**src/rtl/rv32_if_stage.sv**
```systemverilog
// rv32_if_stage: PC generation, single-outstanding instruction fetch and a small instruction FIFO.
// Define IF_MISALIGN_CHK_EN to halt fetch and flag misaligned redirect targets.
module rv32_if_stage #(
    parameter logic [31:0] RESET_PC   = 32'h0000_0000,
    parameter int unsigned FIFO_DEPTH = 2,
    parameter logic [31:0] NOP_INSTR  = 32'h0000_0013
) (
    input  logic        clk,
    input  logic        rst,
    output logic        imem_req,
    output logic [31:0] imem_addr,
    input  logic        imem_rvalid,
    input  logic [31:0] imem_rdata,
    input  logic        redirect_valid,
    input  logic [31:0] redirect_pc,
    input  logic        id_ready,
    output logic        if_valid,
    output logic [31:0] if_instr,
    output logic [31:0] if_pc,
    output logic        if_misalign
);
    localparam int unsigned PTR_W = $clog2(FIFO_DEPTH);
    localparam int unsigned CNT_W = PTR_W + 1;
    localparam logic [CNT_W-1:0] DEPTH_C = CNT_W'(FIFO_DEPTH);

    logic [31:0]      pc_q, pc_d;
    logic [31:0]      req_pc_q, req_pc_d;
    logic             out_q, out_d;
    logic             discard_q, discard_d;
    logic             started_q, started_d;
    logic [CNT_W-1:0] count_q, count_d;
    logic [PTR_W-1:0] rd_ptr_q, rd_ptr_d;
    logic [PTR_W-1:0] wr_ptr_q, wr_ptr_d;
    logic [31:0]      buf_instr_q [FIFO_DEPTH];
    logic [31:0]      buf_instr_d [FIFO_DEPTH];
    logic [31:0]      buf_pc_q    [FIFO_DEPTH];
    logic [31:0]      buf_pc_d    [FIFO_DEPTH];

    logic             halt;
    logic [31:0]      redir_pc;
    logic             rsp;
    logic             push;
    logic             pop;
    logic             head_valid;
    logic [31:0]      head_instr;
    logic [31:0]      head_pc;

    assign imem_req  = started_q & ~out_q & ~redirect_valid & ~halt & (count_q < DEPTH_C);
    assign imem_addr = pc_q;

    assign head_valid = (count_q != '0);
    assign head_instr = head_valid ? buf_instr_q[rd_ptr_q] : NOP_INSTR;
    assign head_pc    = head_valid ? buf_pc_q[rd_ptr_q] : 32'h0;

    // Redirect beats response handling, which beats the issue/pop bookkeeping.
    always_comb begin
        pc_d        = pc_q;
        req_pc_d    = req_pc_q;
        out_d       = out_q;
        discard_d   = discard_q;
        started_d   = 1'b1;
        count_d     = count_q;
        rd_ptr_d    = rd_ptr_q;
        wr_ptr_d    = wr_ptr_q;
        buf_instr_d = buf_instr_q;
        buf_pc_d    = buf_pc_q;
        rsp         = imem_rvalid & out_q;
        push        = 1'b0;
        pop         = 1'b0;

        if (redirect_valid) begin
            count_d  = '0;
            rd_ptr_d = '0;
            wr_ptr_d = '0;
            pc_d     = redir_pc;
            if (rsp) begin
                out_d     = 1'b0;
                discard_d = 1'b0;
            end else if (out_q) begin
                discard_d = 1'b1;
            end
        end else begin
            if (rsp) begin
                out_d = 1'b0;
                if (discard_q) begin
                    discard_d = 1'b0;
                end else begin
                    push = 1'b1;
                end
            end
            if (imem_req) begin
                out_d    = 1'b1;
                req_pc_d = pc_q;
                pc_d     = pc_q + 32'd4;
            end
            pop = head_valid & id_ready;
            if (push) begin
                buf_instr_d[wr_ptr_q] = imem_rdata;
                buf_pc_d[wr_ptr_q]    = req_pc_q;
                wr_ptr_d              = wr_ptr_q + PTR_W'(1);
            end
            if (pop) begin
                rd_ptr_d = rd_ptr_q + PTR_W'(1);
            end
            count_d = count_q + CNT_W'(push) - CNT_W'(pop);
        end
    end

    always_ff @(posedge clk or negedge rst) begin
        if (!rst) begin
            pc_q        <= RESET_PC;
            req_pc_q    <= RESET_PC;
            out_q       <= 1'b0;
            discard_q   <= 1'b0;
            started_q   <= 1'b0;
            count_q     <= '0;
            rd_ptr_q    <= '0;
            wr_ptr_q    <= '0;
            buf_instr_q <= '{default: '0};
            buf_pc_q    <= '{default: '0};
        end else begin
            pc_q        <= pc_d;
            req_pc_q    <= req_pc_d;
            out_q       <= out_d;
            discard_q   <= discard_d;
            started_q   <= started_d;
            count_q     <= count_d;
            rd_ptr_q    <= rd_ptr_d;
            wr_ptr_q    <= wr_ptr_d;
            buf_instr_q <= buf_instr_d;
            buf_pc_q    <= buf_pc_d;
        end
    end

`ifdef IF_MISALIGN_CHK_EN
    logic        halt_q, halt_d;
    logic [31:0] halt_pc_q, halt_pc_d;

    // Any redirect re-evaluates the halt; only an aligned target resumes fetch.
    always_comb begin
        halt_d    = halt_q;
        halt_pc_d = halt_pc_q;
        if (redirect_valid) begin
            halt_d    = (redirect_pc[1:0] != 2'b00);
            halt_pc_d = redirect_pc;
        end
    end

    always_ff @(posedge clk or negedge rst) begin
        if (!rst) begin
            halt_q    <= 1'b0;
            halt_pc_q <= 32'h0;
        end else begin
            halt_q    <= halt_d;
            halt_pc_q <= halt_pc_d;
        end
    end

    assign halt        = halt_q;
    assign redir_pc    = redirect_pc;
    assign if_valid    = halt_q | head_valid;
    assign if_instr    = halt_q ? NOP_INSTR : head_instr;
    assign if_pc       = halt_q ? halt_pc_q : head_pc;
    assign if_misalign = halt_q;
`else
    assign halt        = 1'b0;
    assign redir_pc    = redirect_pc & ~32'h3;
    assign if_valid    = head_valid;
    assign if_instr    = head_instr;
    assign if_pc       = head_pc;
    assign if_misalign = 1'b0;
`endif

endmodule
```
**config.mk**
```make
export PLATFORM = sky130hd
export DESIGN_NAME = rv32_if_stage
export DESIGN_NICKNAME = d
export VERILOG_FILES = /design/src/rtl/rv32_if_stage.sv
export SDC_FILE = /design/constraint.sdc
export NUM_CORES = 1
export LEC_CHECK = 0
export ABC_AREA = 1
export BUFFER_PORTS_ARGS = -buffer_cell sky130_fd_sc_hd__buf_2
export CORE_ASPECT_RATIO = 1.75
export CORE_MARGIN = 3
export CORE_UTILIZATION = 40
export CTS_BUF_LIST = sky130_fd_sc_hd__clkbuf_8
export CTS_CLUSTER_SIZE = 30
export DETAILED_ROUTE_END_ITERATION = 16
export SETUP_SLACK_MARGIN = 0.05
export SKIP_CTS_REPAIR_TIMING = 1
export SLEW_MARGIN = 10
export SYNTH_ARGS = -nofsm -noshare
export SYNTH_HDL_FRONTEND = slang
export SYNTH_SLANG_ARGS = --single-unit
```
**constraint.sdc**
```tcl
create_clock -name clk -period 1.5 [get_ports clk]
set_input_delay 0.075 -clock clk [delete_from_list [all_inputs] [get_ports clk]]
set_output_delay 0.075 -clock clk [all_outputs]
set_load 0.01 [all_outputs]
```
---- Word level (Yosys, flattened, before mapping) ----
Index checks and enable logic that the tools add are counted.
word-level totals
  memory bits (read-only) ................. 0
  latch bits .............................. 0
  bits in writable memories ............... 0
  memories ................................ 0
  register bits ........................... 199
  output and inout bits ................... 99
operators by class
  $lt $le $gt $ge ......................... 4
  bitwise operators ....................... 9
  multiplexer cells ....................... 29
  equality and inequality tests ........... 0
  reductions and logical operators ........ 10
  shift-type cells ........................ 0
  multipliers ............................. 0
  add/subtract/negate cells ............... 5
  div/mod/pow operators ................... 0
operators by type and width
  kind                                                         count
  two-way mux 32 bit                                           11
  bitwise mux 64 bit                                           2
  adder 32 x 3 -> 32 bit (second input constant)               1
  demux 32 bit (select 1 bit)                                  1
  two-way mux 1 bit                                            14
  nonzero test 2 bit                                           6
  AND reduction 2 bit                                          3
  AND 1 bit                                                    5
  greater-or-equal comparator 2 bit (second input constant)    2
  inverter 1 -> 2 bit                                          2
  adder 1 bit (second input constant)                          2
  adder 2 x 1 -> 2 bit                                         1
  less-than comparator 2 x 1 -> 1 bit (second input constant)  1
  less-than comparator 2 bit (second input constant)           1
  two-way mux 2 bit                                            1
  inverter 1 bit                                               2
  subtractor 2 x 1 -> 2 bit                                    1
  logical AND 1 bit                                            1

---- Logic depth before layout (Yosys ltp) ----
  depth in word-level cells ............... 6
  depth in mapped cells ................... 9
  depth with buffers taken out ............ 9

---- Worst setup path after synthesis ----
Ideal clock, no wire load.
  path type ............................... flip-flop to flip-flop
  start ................................... register count_q[1]
  end ..................................... register count_q[1]
  required time ........................... 1.423 ns
  library setup time ...................... 0.077 ns
  arrival ................................. 1.437 ns
  stages on the path, launching flop included .. 9
  path buffers ............................ 1
  path slack .............................. -0.014 ns
  cell sequence ........................... dfrtp_1 nor2_2 buf_2 o21ai_0 nand2_1 ha_1 xnor2_1 o21ai_0 a21oi_1
on the way
  cells in the longest elaborated chain, start to end .. 4
ends and longest elaborated chain
  what                                                                          RTL line  RTL
  start, declared                                                               31        logic [CNT_W-1:0] count_q, count_d;
  start signal, assigned                                                        127       count_q <= count_d;
  parallel branches: the longest is 2 deep, another holds adder 2 x 1 -> 2 bit  -
  subtractor 2 x 1 -> 2 bit (*)                                                 105       count_d = count_q + CNT_W'(push) - CNT_W'(pop);
  two-way mux 2 bit (*)                                                         71        if (redirect_valid) begin
  net count_d[1]                                                                31
Mark *: on every way through the listed nets, which the timed path passes.
A chain may end at the register's enable or synchronous reset.

---- Final worst setup path ----
  start ................................... register rd_ptr_q
  end ..................................... output if_pc[11]
on the way
  cells in the longest elaborated chain, start to end .. 5
ends and longest elaborated chain
  what                                                    RTL line  RTL
  start, declared                                         32        logic [PTR_W-1:0] rd_ptr_q, rd_ptr_d;
  start signal, assigned                                  128       rd_ptr_q <= rd_ptr_d;
  inverter 1 -> 2 bit (implied by the code)               53        assign head_pc = head_valid ? buf_pc_q[rd_ptr_q] : 32'h0;
  two-way mux 32 bit (implied by the code) (3 in series)  53
  two-way mux 32 bit                                      53
  end, declared                                           19        output logic [31:0] if_pc,
Every way passes these cells. The select of a mux whose other input is x is not followed.

==> out/metrics.yaml <==
outcome: "complete, but fails checks"
failed_checks: "setup timing"
dpl_cell_area_sq_um: 10600
cts_buffers: 17
crit_fanout: 26
ys_warn_count: 0
first_global_vias: 7741
die_area_sq_um: 25100
nets: 1510
drc: 0
wl_per_cell_um: 15.2
crit_start: "rd_ptr_q$_DFFE_PN0P_"
drive_above_1_share_pct: 28.7
synth-seq-cells: 191
ys_types: 30
port_buffers: 160
hp-class: "in -> async"
grt_start_max_net_pins: 49
critPathArrivalTime_ns: 1.65
final-hold-violation-count: 0
syn_inst: 1170
yosysSeqAreaShare_pct: 51.6
ir_worst_vdd_mv: 0.645
grt_use_total_pct: 19.3
holdWs_ns: 0.103
hpwl_um: 16900
initial_core_util_pct: 40.7
die_w_um: 121
postRouteAntennaNets: 0
post_drt_via_cell_ratio: 4.79
core_area_sq_um: 22700
insertion_delay_ns: 0.47
clk_pin_slew_ns: 0.09
avgSynthCellArea_sq_um: 7.92
nFillCells: 2098
routabilityCongestion: 0.862
fin_setup_tns_ns: -11.75
diodes: 0
wl_um: 26700
finalSetupViolCount: 65
htreeDepth: 4
drt_first_pass_iters: 5
cp.required_ns: 1.42
maxCapViolCount: 0
end_kind: "primary output"
cts.path.max_buffers: 2
overflow: 0
clock_skew_ns: 0.0125
cts_tree: "done"
drt_iter0_drc: 435
crit-reg2reg-launch: "count_q[1]$_DFF_PN0_"
area_growth_syn_to_layout_pct: 38.3
startpoint_type: "flip-flop"
root_buffer: "clkbuf_8"
maxSlewViolCount: 0
synthesis.area_sq_um: 9270
fin_ws_ns: -0.226
rows: 73
p_leak_nw: 6.33
power-per-cell-area_nw_per_um2: 1520
rsz0062_at_grt: "yes"
vias: 8399
dpl_worst_slack_ns: 0.0133
ios: 168
stdcell_area_sq_um: 12800
fmax_ghz: 0.579
period_needed_ns: 1.73
critPathKind: "reg -> out"
die_height_um: 207
antenna_found_initial: 0
min_period_over_period_pct: 115
cts_sinks: 191
grt_pass1_wl_um: 38800
through the flow:
step | total power [W] | util, % | instances
final | 0.0195 | 56.4 | 1752
after detailed placement | 0.0137 | 46.4 | 1610
after floorplan | 0.0115 | - | 1174
after global placement | 0.0136 | 46.4 | 1610
after CTS | 0.0177 | 48.4 | 1642
after global routing | 0.0209 | 56.4 | 1752
cell type report:
cell class                      count  area [sq um]  share of cell area (%)
Sequential cell                   191          4790                    37.3
Inverter                          134           520                    4.06
Tap cell                          300           375                    2.93
Clock inverter                     13           194                    1.51
Clock buffer                       19           262                    2.04
Multi-Input combinational cell    785          4050                    31.6
Timing Repair Buffer              310          2630                    20.5
state kept, by name, summed over array words and instances, names as in the netlist:
signal / flops
out_q: 1
buf_pc_q: 60
count_q: 2
wr_ptr_q: 1
rd_ptr_q: 1
imem_addr: 30
discard_q: 1
buf_instr_q: 64
req_pc_q: 30
started_q: 1
cells in the mapped netlist, drive strengths merged:
cell type	instances	share of area (%)
nand2	377	16
dfrtp	191	52
o21ai	171	9.3
inv	134	5.4
nor2	77	4.1
a21oi	74	4.0
nand3	58	3.3
buf	38	3.4
clkbuf	27	1.1
o211ai	6	0.49
o21bai	6	0.49
conb	2	0.081
ha	2	0.27
nand4	2	0.13
xor2	2	0.19
and2	1	0.068
or2	1	0.068
xnor2	1	0.095
report_power, final:
part           internal, W  leakage, nW  switching, W
clock network      0.00205        0.244       0.00178
registers          0.00684         2.44       0.00107
logic              0.00344         3.64       0.00435
total               0.0123         6.33       0.00721
per-layer routing:
| layer | vias to the layer above | track usage [%] | share of wire (%) |
|---|---|---|---|
| li1 | 4230 | - | - |
| met1 | 3941 | 23.0 | 40 |
| met2 | 180 | 33.7 | 53 |
| met3 | 48 | 3.49 | 3.1 |
| met4 | 0 | 8.49 | 3.4 |
| met5 | - | 0 | 0 |
cell families (layout without fill, tap and decap cells):
family	Yosys count	after routing	synth area share [%]
buffers and inverters	199	476	9.96
other	2	6	0.0810
adders and majority gates	2	2	0.270
AOI/OAI and AO/OA	257	257	14.3
DFF	191	191	51.6
xor gates and xnor gates	3	3	0.284
and+or+nand+nor	516	517	23.5
critical path: stages (launching register included):
cell	delay (ns)
dfrtp_2	0.51
buf_12	0.21
nand2_1	0.08
a21oi_2	0.20
buf_2	0.17
placed cells by master, fill, tap and decap left out, drive strengths merged:
cell type and count:
a21oi 74, and2 1, buf 234, bufinv 5, clkbuf 29, clkinv 5, conb 6, dfrtp 191
dlygate4sd3 66, ha 2, inv 137, nand2 378, nand3 58, nand4 2, nor2 77, o211ai 6
o21ai 171, o21bai 6, or2 1, xnor2 1, xor2 2
path summary, 6_finish.rpt:
path                                                    end  slack, ns  cells after the start
max in group asynchronous          buf_pc_q[34]$_DFFE_PN0P_       0.82                      3
min in group clk                   imem_addr[4]$_DFFE_PN0P_       0.36                      4
worst min-delay path             buf_instr_q[9]$_DFFE_PN0P_       0.10                      2
worst min register to register  buf_instr_q[22]$_DFFE_PN0P_       0.49                      2
worst max register to register         count_q[1]$_DFF_PN0_      -0.10                      9
worst max-delay path                              if_pc[11]      -0.23                      4
No activity file was read; power rests on OpenSTA's default activity.
